--- src/rtl/load_store_unit.sv ---
// Load/store unit: sequences byte/half/word loads and stores against a
// word-wide synchronous memory (read data valid one cycle after address).
// Sub-word stores are done as read-modify-write of the containing word.
// Optional feature macro: LSU_MISALIGN_TRAP_EN -- when defined, misaligned
// H/W accesses and illegal funct3 codes complete with err=1 and no memory
// access; when undefined, err is always 0, misaligned accesses use the lane
// with the low offset bits cleared, and illegal funct3 acts as a word access.
module load_store_unit #(
    parameter int unsigned N = 32
) (
    input  logic         clk,
    input  logic         rst,
    input  logic         start,
    input  logic         is_store,
    input  logic [2:0]   funct3,
    input  logic [N-1:0] addr,
    input  logic [N-1:0] store_data,
    output logic         busy,
    output logic         done,
    output logic         err,
    output logic [N-1:0] load_data,
    output logic         mem_we,
    output logic [N-1:0] mem_addr,
    output logic [N-1:0] mem_data_write,
    input  logic [N-1:0] mem_data_read
);

    localparam int unsigned SIZE_W = 2;
    localparam int unsigned LANE_W = 2;
    localparam logic [SIZE_W-1:0] SZ_B = 2'd0;
    localparam logic [SIZE_W-1:0] SZ_H = 2'd1;
    localparam logic [SIZE_W-1:0] SZ_W = 2'd2;

    typedef enum logic [2:0] {
        IDLE = 3'd0,
        RD   = 3'd1,
        CAP  = 3'd2,
        WR   = 3'd3,
        DONE = 3'd4
    } state_t;

    state_t              state_q, state_d;
    logic                is_store_q, is_store_d;
    logic [SIZE_W-1:0]   size_q, size_d;
    logic                uns_q, uns_d;
    logic [LANE_W-1:0]   lane_q, lane_d;
    logic [N-1:0]        sdata_q, sdata_d;
    logic                busy_q, busy_d;
    logic                done_q, done_d;
    logic                err_q, err_d;
    logic                mem_we_q, mem_we_d;
    logic [N-1:0]        load_data_q, load_data_d;
    logic [N-1:0]        mem_addr_q, mem_addr_d;
    logic [N-1:0]        mem_wdata_q, mem_wdata_d;

    logic [SIZE_W-1:0]   req_size_c;
    logic                req_uns_c;
    logic [LANE_W-1:0]   req_lane_c;
    logic                req_bad_c;
    logic [7:0]          rd_byte_c;
    logic [15:0]         rd_half_c;
    logic [N-1:0]        load_ext_c;
    logic [N-1:0]        merged_c;

    // Decode the incoming request: access size, extension and byte lane
    always_comb begin
        req_size_c = SZ_W;
        req_uns_c  = 1'b0;
        case (funct3)
            3'd0:    req_size_c = SZ_B;
            3'd1:    req_size_c = SZ_H;
            3'd2:    req_size_c = SZ_W;
            3'd4: begin req_size_c = SZ_B; req_uns_c = 1'b1; end
            3'd5: begin req_size_c = SZ_H; req_uns_c = 1'b1; end
            default: req_size_c = SZ_W;
        endcase
        // Stores have no unsigned forms; treat those codes as word stores
        if (is_store && funct3[2]) begin
            req_size_c = SZ_W;
            req_uns_c  = 1'b0;
        end
        case (req_size_c)
            SZ_B:    req_lane_c = addr[1:0];
            SZ_H:    req_lane_c = {addr[1], 1'b0};
            default: req_lane_c = 2'b00;
        endcase
`ifdef LSU_MISALIGN_TRAP_EN
        req_bad_c = (funct3 == 3'd3) || (funct3 == 3'd6) || (funct3 == 3'd7)
                 || (is_store && funct3[2])
                 || (req_size_c == SZ_H && addr[0])
                 || (req_size_c == SZ_W && addr[1:0] != 2'b00);
`else
        req_bad_c = 1'b0;
`endif
    end

    // Lane extraction/extension of the read word and sub-word store merge
    always_comb begin
        rd_byte_c = mem_data_read[{lane_q, 3'b000} +: 8];
        rd_half_c = mem_data_read[{lane_q[1], 4'b0000} +: 16];
        case (size_q)
            SZ_B:    load_ext_c = {{(N-8){rd_byte_c[7] & ~uns_q}}, rd_byte_c};
            SZ_H:    load_ext_c = {{(N-16){rd_half_c[15] & ~uns_q}}, rd_half_c};
            default: load_ext_c = mem_data_read;
        endcase
        merged_c = mem_data_read;
        if (size_q == SZ_B) begin
            merged_c[{lane_q, 3'b000} +: 8] = sdata_q[7:0];
        end else begin
            merged_c[{lane_q[1], 4'b0000} +: 16] = sdata_q[15:0];
        end
    end

    // Next-state and registered-output logic
    always_comb begin
        state_d     = state_q;
        is_store_d  = is_store_q;
        size_d      = size_q;
        uns_d       = uns_q;
        lane_d      = lane_q;
        sdata_d     = sdata_q;
        load_data_d = load_data_q;
        mem_addr_d  = mem_addr_q;
        mem_wdata_d = mem_wdata_q;
        err_d       = 1'b0;

        case (state_q)
            IDLE: begin
                if (start) begin
                    if (req_bad_c) begin
                        state_d = DONE;
                        err_d   = 1'b1;
                    end else begin
                        is_store_d = is_store;
                        size_d     = req_size_c;
                        uns_d      = req_uns_c;
                        lane_d     = req_lane_c;
                        sdata_d    = store_data;
                        mem_addr_d = {addr[N-1:2], 2'b00};
                        if (is_store && req_size_c == SZ_W) begin
                            mem_wdata_d = store_data;
                            state_d     = WR;
                        end else begin
                            state_d = RD;
                        end
                    end
                end
            end
            RD:   state_d = CAP;
            CAP: begin
                if (is_store_q) begin
                    mem_wdata_d = merged_c;
                    state_d     = WR;
                end else begin
                    load_data_d = load_ext_c;
                    state_d     = DONE;
                end
            end
            WR:   state_d = DONE;
            DONE: state_d = IDLE;
            default: state_d = IDLE;
        endcase

        busy_d   = (state_d == RD) || (state_d == CAP) || (state_d == WR);
        done_d   = (state_d == DONE);
        mem_we_d = (state_d == WR);
    end

    // State and output registers
    always_ff @(posedge clk or posedge rst) begin
        if (rst) begin
            state_q     <= IDLE;
            is_store_q  <= 1'b0;
            size_q      <= SZ_B;
            uns_q       <= 1'b0;
            lane_q      <= '0;
            sdata_q     <= '0;
            busy_q      <= 1'b0;
            done_q      <= 1'b0;
            err_q       <= 1'b0;
            mem_we_q    <= 1'b0;
            load_data_q <= '0;
            mem_addr_q  <= '0;
            mem_wdata_q <= '0;
        end else begin
            state_q     <= state_d;
            is_store_q  <= is_store_d;
            size_q      <= size_d;
            uns_q       <= uns_d;
            lane_q      <= lane_d;
            sdata_q     <= sdata_d;
            busy_q      <= busy_d;
            done_q      <= done_d;
            err_q       <= err_d;
            mem_we_q    <= mem_we_d;
            load_data_q <= load_data_d;
            mem_addr_q  <= mem_addr_d;
            mem_wdata_q <= mem_wdata_d;
        end
    end

    assign busy           = busy_q;
    assign done           = done_q;
    assign err            = err_q;
    assign mem_we         = mem_we_q;
    assign load_data      = load_data_q;
    assign mem_addr       = mem_addr_q;
    assign mem_data_write = mem_wdata_q;

endmodule

--- config.mk ---
export PLATFORM = sky130hd
export DESIGN_NAME = load_store_unit
export DESIGN_NICKNAME = d
export VERILOG_FILES = /design/src/rtl/load_store_unit.sv
export SDC_FILE = /design/constraint.sdc
export NUM_CORES = 1
export LEC_CHECK = 0
export ABC_AREA = 1
export CAP_MARGIN = 20
export CELL_PAD_IN_SITES_DETAIL_PLACEMENT = 1
export CELL_PAD_IN_SITES_GLOBAL_PLACEMENT = 2
export CORE_UTILIZATION = 25
export DETAILED_ROUTE_END_ITERATION = 10
export PLACE_DENSITY_LB_ADDON = 0.1
export SLEW_MARGIN = 25
export SYNTH_ARGS = -nofsm -noshare
export SYNTH_HDL_FRONTEND = slang
export SYNTH_SLANG_ARGS = --single-unit
export TNS_END_PERCENT = 50
--- constraint.sdc ---
create_clock -name clk -period 5.6 [get_ports clk]
set_input_delay 1.12 -clock clk [delete_from_list [all_inputs] [get_ports clk]]
set_output_delay 1.12 -clock clk [all_outputs]
set_load 0.02 [all_outputs]
==> results of run 1 <==
stage by stage:
| step | utilization [%] | area, um^2 | std cells |
|---|---|---|---|
| final | 35.4 | 9800 | 1605 |
| after global routing | 35.4 | 9800 | 1605 |
| after CTS | 35.4 | 9800 | 1605 |
| after detailed placement | 33.3 | 9240 | 1574 |
| after global placement | 33.3 | 9240 | 1574 |
| after floorplan | - | 7040 | 1051 |
layout make-up:
type                            count  area (um^2)
Clock buffer                       20          447
Clock inverter                     11          123
Fill cell                        3438        17900
Inverter                           84          319
Multi-Input combinational cell    784         3340
Sequential cell                   122         3050
Tap cell                          378          473
Timing Repair Buffer              206         2040
cell usage in the layout (no fill, tap or decap), drive strengths merged:
| cell type | synthesis | layout |
|---|---|---|
| bufinv | 0 | 2 |
| o21ai | 56 | 56 |
| dfrtp | 122 | 122 |
| nand3 | 61 | 61 |
| nor2 | 63 | 63 |
| nand2 | 500 | 500 |
| clkdlybuf4s50 | 0 | 199 |
| clkinvlp | 0 | 4 |
| o211ai | 1 | 1 |
| a21oi | 68 | 68 |
| or2 | 8 | 8 |
| clkinv | 1 | 5 |
| conb | 1 | 3 |
| buf | 46 | 7 |
| clkbuf | 15 | 20 |
| inv | 83 | 84 |
| o22ai | 2 | 2 |
| o21bai | 1 | 1 |
| ha | 5 | 5 |
| nand4 | 16 | 16 |
worst max path at each step:
stage	slack (ns)	cells after the start	end
after global placement	1.91	11	mem_data_write[3]
after detailed placement	1.84	11	mem_data_write[26]
after floorplan	1.24	1	busy
after CTS	2.29	11	mem_data_write[26]
final	2.38	11	mem_data_write[26]
after global routing	1.99	9	mem_data_write[26]
state kept, by name, summed over array words and instances (netlist names), 2 cells and up:
register and flops:
mem_addr 30, load_data 32, size_q 2, lane_q 2, state_q 3, mem_data_write 32
sdata_q 16
power by group:
group / switching [W] / internal [W] / leakage, nW
combinational: 0.00194 / 0.00119 / 3.04
sequential: 0.000325 / 0.00131 / 1.49
clock: 0.000442 / 0.000664 / 0.268
total: 0.00271 / 0.00316 / 4.81
worst max-delay path, stage by stage:
cell and delay [ns]:
sky130_fd_sc_hd__clkdlybuf4s50_1 0.39, sky130_fd_sc_hd__inv_1 0.05, sky130_fd_sc_hd__nor2_1 0.04, sky130_fd_sc_hd__nand2_2 0.05, sky130_fd_sc_hd__buf_4 0.50, sky130_fd_sc_hd__inv_2 0.09, sky130_fd_sc_hd__nand3_2 0.11, sky130_fd_sc_hd__nand2_2 0.38
sky130_fd_sc_hd__inv_2 0.60, sky130_fd_sc_hd__nand2_1 0.11, sky130_fd_sc_hd__nand2_1 0.10
per-layer routing:
metal	GRT usage [%]	vias to the layer above	part of all wire, %
met5	0	-	0.089
met4	4.19	4	1.0
met3	5.76	22	6.2
met2	31.5	163	47
met1	25.3	3395	46
li1	-	3588	-
cells by family (layout without fill, tap and decap cells):
logic type / Yosys count / after routing / synth area share [%]
AND/OR/NAND/NOR: 648 / 648 / 37.3
buffers and inverters: 145 / 321 / 9.14
AO/OA/AOI/OAI: 128 / 128 / 9.22
flip-flops: 122 / 122 / 43.4
adder cells (fa/ha/maj): 5 / 5 / 0.890
other: 1 / 3 / 0.0533
==> impl.org, run 1 <==
** GRT
- Global routing consumed, over all layers together, 19.4% of the routing resources.
- The number of global-route vias before repair is about 7.4k.
- The first global-routing pass estimated ~43 mm of wire.
- Largest net degree at the start of global routing :: between 70 and 80
- Initial antenna violation count :: 2
- Aggregate global routing overflow :: 0

** Power
- Maximum ir drop on the vdd rail :: between 0.2 and 0.3 mV
- Dividing total power by cell area gives a power density of around 600 nW/um^2.
- Overall power consumption after layout is estimated at around 0.006 W.
- The analysis attributes to cell leakage a power of around 4.8 nW.

** Critical path
- Critical path startpoint category :: primary input
- The worst register-to-register path has a depth of 9.
- Required arrival time at the worst endpoint :: around 6 ns
- Category of the critical setup timing path :: in -> reg
- Crit path capture type :: flip-flop
- In this run the critical register-to-register path is captured at mem_data_write[26].
- CP startpoint :: start
- Reg-to-Reg Start :: state_q[0]
- Register-to-register setup slack :: 2.39 ns
- Data arrives at the worst endpoint at about 3.6 ns.
- Largest fanout of any net on the critical path :: between 50 and 60

** Clock tree
- Post-CTS repair timing setup buffer count :: 0
- Buffers inserted to repair hold after CTS numbered 0.
- CTS clock-pin slew for the worst setup and hold paths :: roughly 0.06 ns
- CTS tree :: done
- Post-CTS sizing :: 0
- TritonCTS Sinks :: 122
- Master cell of the clock root buffer :: sky130_fd_sc_hd__clkbuf_16
- Counting the buffers created by CTS gives 17.
- The clock reaches the later pin of the worst-skew pair after about 0.42 ns.
- The H-tree was split into 4 levels.
- Clock Path Buffers :: 2

** Timing
- Tightest Pin Transition :: 0.881 ns
- The hold violation total from the final report is 0.
- Rel. slew slack :: between 40% and 50%
- Hold timing on the final database bottoms out at a slack of between 0.4 and 0.5 ns.
- PnR worst setup slack :: approximately 2.4 ns
- Counting I/O delays and the setup requirement, the final critical path takes approximately 3.2 ns.
- Finish-stage setup viols :: 0
- Maximum achievable frequency :: between 0.3 and 0.4 GHz
- The final max-slew violation count came to 0.
- The clock arrives with ~0.012 ns of skew.
- Setup repair after global routing left no endpoint under its margin.
- After layout, the worst path uses between 50 and 60% of the clock period.
- Setup tns final :: 0 ns

** Routing
- For this block, the initial DRC count from the detailed router was between 400 and 500.
- Detail-routed net length per standard cell :: approximately 17 um
- Vias per std cell :: between 4 and 5
- Detailed-route DRC error count :: 0
- For this block, the via count after detailed routing is just over 7k.
- Wires add up to around 27 mm.
- Post-route ant nets :: 0
- The first detailed-routing pass ran for 4 iterations.

** Layout
- Growth of design area from synthesis to finish :: 39.4%
- For this run, the post-layout net count is around 1.3k.
- Antenna Diode Count :: 0
- Fraction of final layout cells sized beyond drive strength 1 :: roughly 5.2%

** Hold path
- Hold path cells :: 2
- Worst min-delay path class :: reg -> reg
- The path with the worst hold slack has its endpoint at mem_data_write[31].
- Worst min-delay path startpoint :: mem_data_write[31]

** Yosys
- By instance count, the leading cell after synthesis is sky130_fd_sc_hd__nand2_1.
- Total standard cell area after synthesis :: ~7000 um^2
- Of all flip-flops after synthesis, the portion carrying an async set or reset was 100%.
- Most area-hungry cell type in the Yosys netlist :: sky130_fd_sc_hd__dfrtp_1
- Number of cells produced by synthesis :: around 1.0k
- The top cell type by area accounts for 43.4% of the synthesized area.
- For this run, the number of Yosys warnings is 0.
- By count the netlist is led by sky130_fd_sc_hd__nand2_1, sky130_fd_sc_hd__dfrtp_1, sky130_fd_sc_hd__inv_1.
- Post-synthesis sequential area ratio :: between 40% and 50%
- Register bit count reported by yosys :: roughly 120
- In the post-synthesis netlist, the biggest area contributors are sky130_fd_sc_hd__dfrtp_1, sky130_fd_sc_hd__nand2_1, sky130_fd_sc_hd__a21oi_1, sky130_fd_sc_hd__nand3_1, sky130_fd_sc_hd__inv_1.
- Among all flip-flop cells after synthesis, the most frequent one is sky130_fd_sc_hd__dfrtp_1.
- The synthesized design contains 0 enable-type register cells.
- Yosys mapped the design onto 26 distinct sky130hd cell types.
- Post-synthesis area per instance :: around 6.7 um^2

** Run status
- Outcome :: completed

** Job
- Maximum capacitance violations :: 0

** Place
- The congestion estimate from routability-driven global placement came to 0.745.
- Detailed placement finished with a half-perimeter wire length of between 15 and 20 mm.
- Setup slack after placement :: between 1.5 and 2 ns
- Port bufs :: 199

** Die
- For this design the top-level I/O count stands at slightly above 200.
- Die extent in y :: roughly 170 um
- Overall die area :: 28800 um^2
- Core ar. :: around 28000 um^2
- Width of the chip :: 170 um
- For this configuration, the core starts out at a cell density of between 20% and 30%.
- Site Rows :: 61
(Power assumes the default switching activity.)
==> run 2: changes to the inputs <==
==> constraint.sdc (replaced) <==
create_clock -name clk -period 3 [get_ports clk]
set_input_delay 0.6 -clock clk [delete_from_list [all_inputs] [get_ports clk]]
set_output_delay 0.6 -clock clk [all_outputs]
set_load 0.02 [all_outputs]
==> run 2 against run 1 <==
  * Register-to-register slack got worse by 1.6 ns
  * Clock skew fell by 0.0015 ns
  * Power rose by 92%
  * Cell area rose by 1.2%
  * Sequential power rose by 88%
  * Sequential share of layout area fell by 0.36 points
  * Final cell count rose by 0.62%
  * Clock power rose by 95%
  * Die area did not move
  * Hold slack got worse by 0.0029 ns
  * Global-route usage rose by 0.76 points
  * Critical endpoint is now mem_data_write[0]
==> impl.org, run 2 (synthesized netlist as in run 1, its figures left out) <==
** Timing
- Final critical delay including setup and external delays :: ~2.3 ns
- Unrepaired setup endpoints after global routing :: false
- Rel. slew slack :: 54.1% (+13 points)
- The final max-slew violation count came to 0 (unchanged).
- The hold violation total from the final report is 0 (unchanged).
- After layout, the worst path uses 75.1% of the clock period.
- The number of endpoints failing setup at the final stage was 0 (unchanged).
- The final sum of negative setup slack is 0 ns (unchanged).
- The final worst slack was 0.748 ns (-1.63 ns).
- Maximum achievable frequency :: between 0.4 and 0.5 GHz
- Tightest Pin Transition :: 0.687 ns (-0.194 ns)
- Worst clock skew :: 0.0102 ns (-0.00154 ns)

** Power
- Switching power as a share of total power :: 46.5% (+0.38 points)
- Reg power frac :: 27.3% (-0.5 points)
- The share of power burned in the clock network is 19.3% (+0.5 points).
- Overall power after layout :: 0.0112 W (+92%)
- Static Leakage :: 4.87 nW (+1.3%)
- Power per cell area :: 1130 nW/um^2 (+89%)
- Switching power of the nets :: 0.00524 W (+93%)
- Internal portion of total power :: 0.00601 W (+90%)
- Proportion of power drawn by combinational gates :: 53.4% (about the same)
- Maximum ir drop on the vdd rail :: 0.428 mV (+64%)

** Layout
- The fraction of final layout cells with drive strength greater than 1 came to 6.07% (+0.85 points).
- Most common cell after layout, fill and taps aside :: sky130_fd_sc_hd__nand2_1
- The net total in the final layout was 1331 (+0.60%).
- Post-route non-filler standard cell count :: 1615 (+0.62%)
- The final standard cell utilization of the core was 35.8% (+0.41 points).
- Layout fillers :: 3446 (+0.23%)
- Compared with the post-synthesis result, the final layout area differs by 41.0%.
- The sequential cell area in the final layout was 3050 um^2 (unchanged).
- The top cell types in the final layout, fill and taps aside, are sky130_fd_sc_hd__nand2_1, sky130_fd_sc_hd__clkdlybuf4s50_1, sky130_fd_sc_hd__dfrtp_1.
- The area of combinational cells with multiple inputs is 3340 um^2 (unchanged).

** Routing
- Routed via count :: 7251 (+1.1%)
- Detailed-route DRC error count :: 0 (unchanged)
- The detailed-routing iteration count for the pre-antenna-repair pass came to 6 (+2).
- The overall routed net length is 28.0 mm (+3.9%).
- Post-route ant nets :: 0 (unchanged)
- The number of vias per cell was 4.49 (+0.48%).
- The count of routing violations after the opening detailed-route iteration was 347 (-16%).
- The routed length per instance came to 17.4 um (+3.3%).

** Die
- The chip height came to 170 um (unchanged).
- The floorplan row count came to 61 (unchanged).
- The I/O pin total was 203 (unchanged).
- The area of the die came to 28800 um^2 (unchanged).
- The chip width is 170 um (unchanged).
- The starting density of the core came to 25.4% (unchanged).
- The area of the core came to 27700 um^2 (unchanged).

** Place
- The port buffer count is 199 (unchanged).
- Post-DP HPWL :: 19.7 mm (+3.0%)
- Setup slack after placement :: 0.657 ns (-1.18 ns)
- Number of placed instances with taps included :: 1582 (+0.51%)
- The global placement routability congestion is 0.796 (+6.8%).

** Clock tree
- Clock Path Buffers :: 2 (unchanged)
- The number of hold buffers added after cts is 0 (unchanged).
- Post-CTS sizing :: 0 (unchanged)
- CTS placed an instance of sky130_fd_sc_hd__clkbuf_16 at the clock tree root.
- The latest clock arrival within the worst-skew pair was 0.42 ns (about the same).
- The number of levels in the clock H-tree was 4 (unchanged).
- CTS clock-pin slew for the worst setup and hold paths :: 0.06 ns (about the same)
- Post-CTS repair timing setup buffer count :: 0 (unchanged)
- The number of buffers created by CTS came to 17 (unchanged).
- CTS tree :: done
- TritonCTS Sinks :: 122 (unchanged)

** GRT
- Initial antenna violation count :: 3 (+1)
- Vias in the first global route :: 7669 (+3.7%)
- Largest net degree at the start of global routing :: 90 (+22%)
- The first-pass GRT wire length was 44.2 mm (+3.5%).
- Aggregate global routing overflow :: 0 (unchanged)
- The total global-route track usage is 20.2% (+0.76 points).

** Critical path
- Worst path arrival time :: 2.61 ns (-0.97 ns)
- The maximum fanout along the worst path is 21 (-60%).
- Cell seen most often among critical-path stages :: sky130_fd_sc_hd__nand2_1
- Category of the critical setup timing path :: reg -> reg
- Biggest cell delay along the critical path :: 0.57 ns (-0.03 ns)
- In this run the critical register-to-register path is launched from lane_q[1].
- Crit path capture type :: flip-flop
- CP top delay family :: simple AND/OR/NAND/NOR gates
- CP Cell Sequence :: clkinv_2, ha_1, nor2_1, nand3_1, nand2_1, nand3_1, nand2_1, nand2_1, nand2_1
- The worst setup path is launched from a flip-flop.
- The data required time at the worst endpoint is 3.36 ns (-2.60 ns).
- CP startpoint :: lane_q[1]
- Critical path buffer and inverter count :: 1 (-4)
- Critical Path Slowest Stage Cell :: sky130_fd_sc_hd__dfrtp_2

** Job
- The max-capacitance violation count came to 0 (unchanged).

** Hold path
- The startpoint identified for the worst hold timing path is mem_data_write[26].
- Worst min-delay path class :: reg -> reg

** Run status
- The flow ran to the end, and the final reports show no timing, DRC or antenna violations.
[run 2: area by class of cell]
class	count	share of cell area, %
clock inverters	12	1.41
clock buffers	20	4.71
diodes	1	0.0252
flip-flops and latches	122	30.8
repair buffers	214	21.3
inverters	84	3.23
well taps	378	4.77
multi-input cells	784	33.7
[run 2: path summary, 6_finish.rpt]
path,endpoint,slack [ns],depth (start not counted)
worst min-delay path,mem_data_write[26],0.47,2
worst max register to register,mem_data_write[0],0.75,9
worst min register to register,mem_data_write[26],0.47,2
worst max-delay path,mem_data_write[0],0.75,9
min in group asynchronous,load_data[10],0.67,3
max in group asynchronous,sdata_q[2],1.88,3
[run 2: worst register-to-register path, cell delays in order, from the launching register on]
cell	delay, ns
sky130_fd_sc_hd__dfrtp_2	0.57
sky130_fd_sc_hd__clkinv_2	0.24
sky130_fd_sc_hd__ha_1	0.38
sky130_fd_sc_hd__nor2_1	0.48
sky130_fd_sc_hd__nand3_1	0.14
sky130_fd_sc_hd__nand2_1	0.09
sky130_fd_sc_hd__nand3_1	0.09
sky130_fd_sc_hd__nand2_1	0.09
sky130_fd_sc_hd__nand2_1	0.05
sky130_fd_sc_hd__nand2_1	0.07
[run 2: per-stage QoR]
stage	instance area [um^2]	hold WS, ns
after floorplan	7040	0.471
after global placement	9310	0.461
after detailed placement	9310	0.464
after CTS	9920	0.481
after global routing	9920	0.502
final	9920	0.475
[run 2: power groups by stage]
stage,logic [W],clock network [W],registers (W)
after global routing,0.00672,0.00230,0.00318
after detailed placement,0.00607,0,0.00310
after global placement,0.00603,0,0.00311
final,0.00601,0.00217,0.00307
after CTS,0.00611,0.00224,0.00309
after floorplan,0.00297,0,0.00367
[run 2: layer usage]
| metal | part of all wire [%] | track usage, % | routed length (um) | up-vias |
|---|---|---|---|---|
| met5 | 0.089 | 0 | 25 | - |
| met4 | 1.3 | 4.74 | 371 | 4 |
| met3 | 5.8 | 5.88 | 1630 | 27 |
| met2 | 48 | 34.1 | 13300 | 155 |
| met1 | 45 | 25.1 | 12700 | 3465 |
| li1 | - | - | - | 3600 |
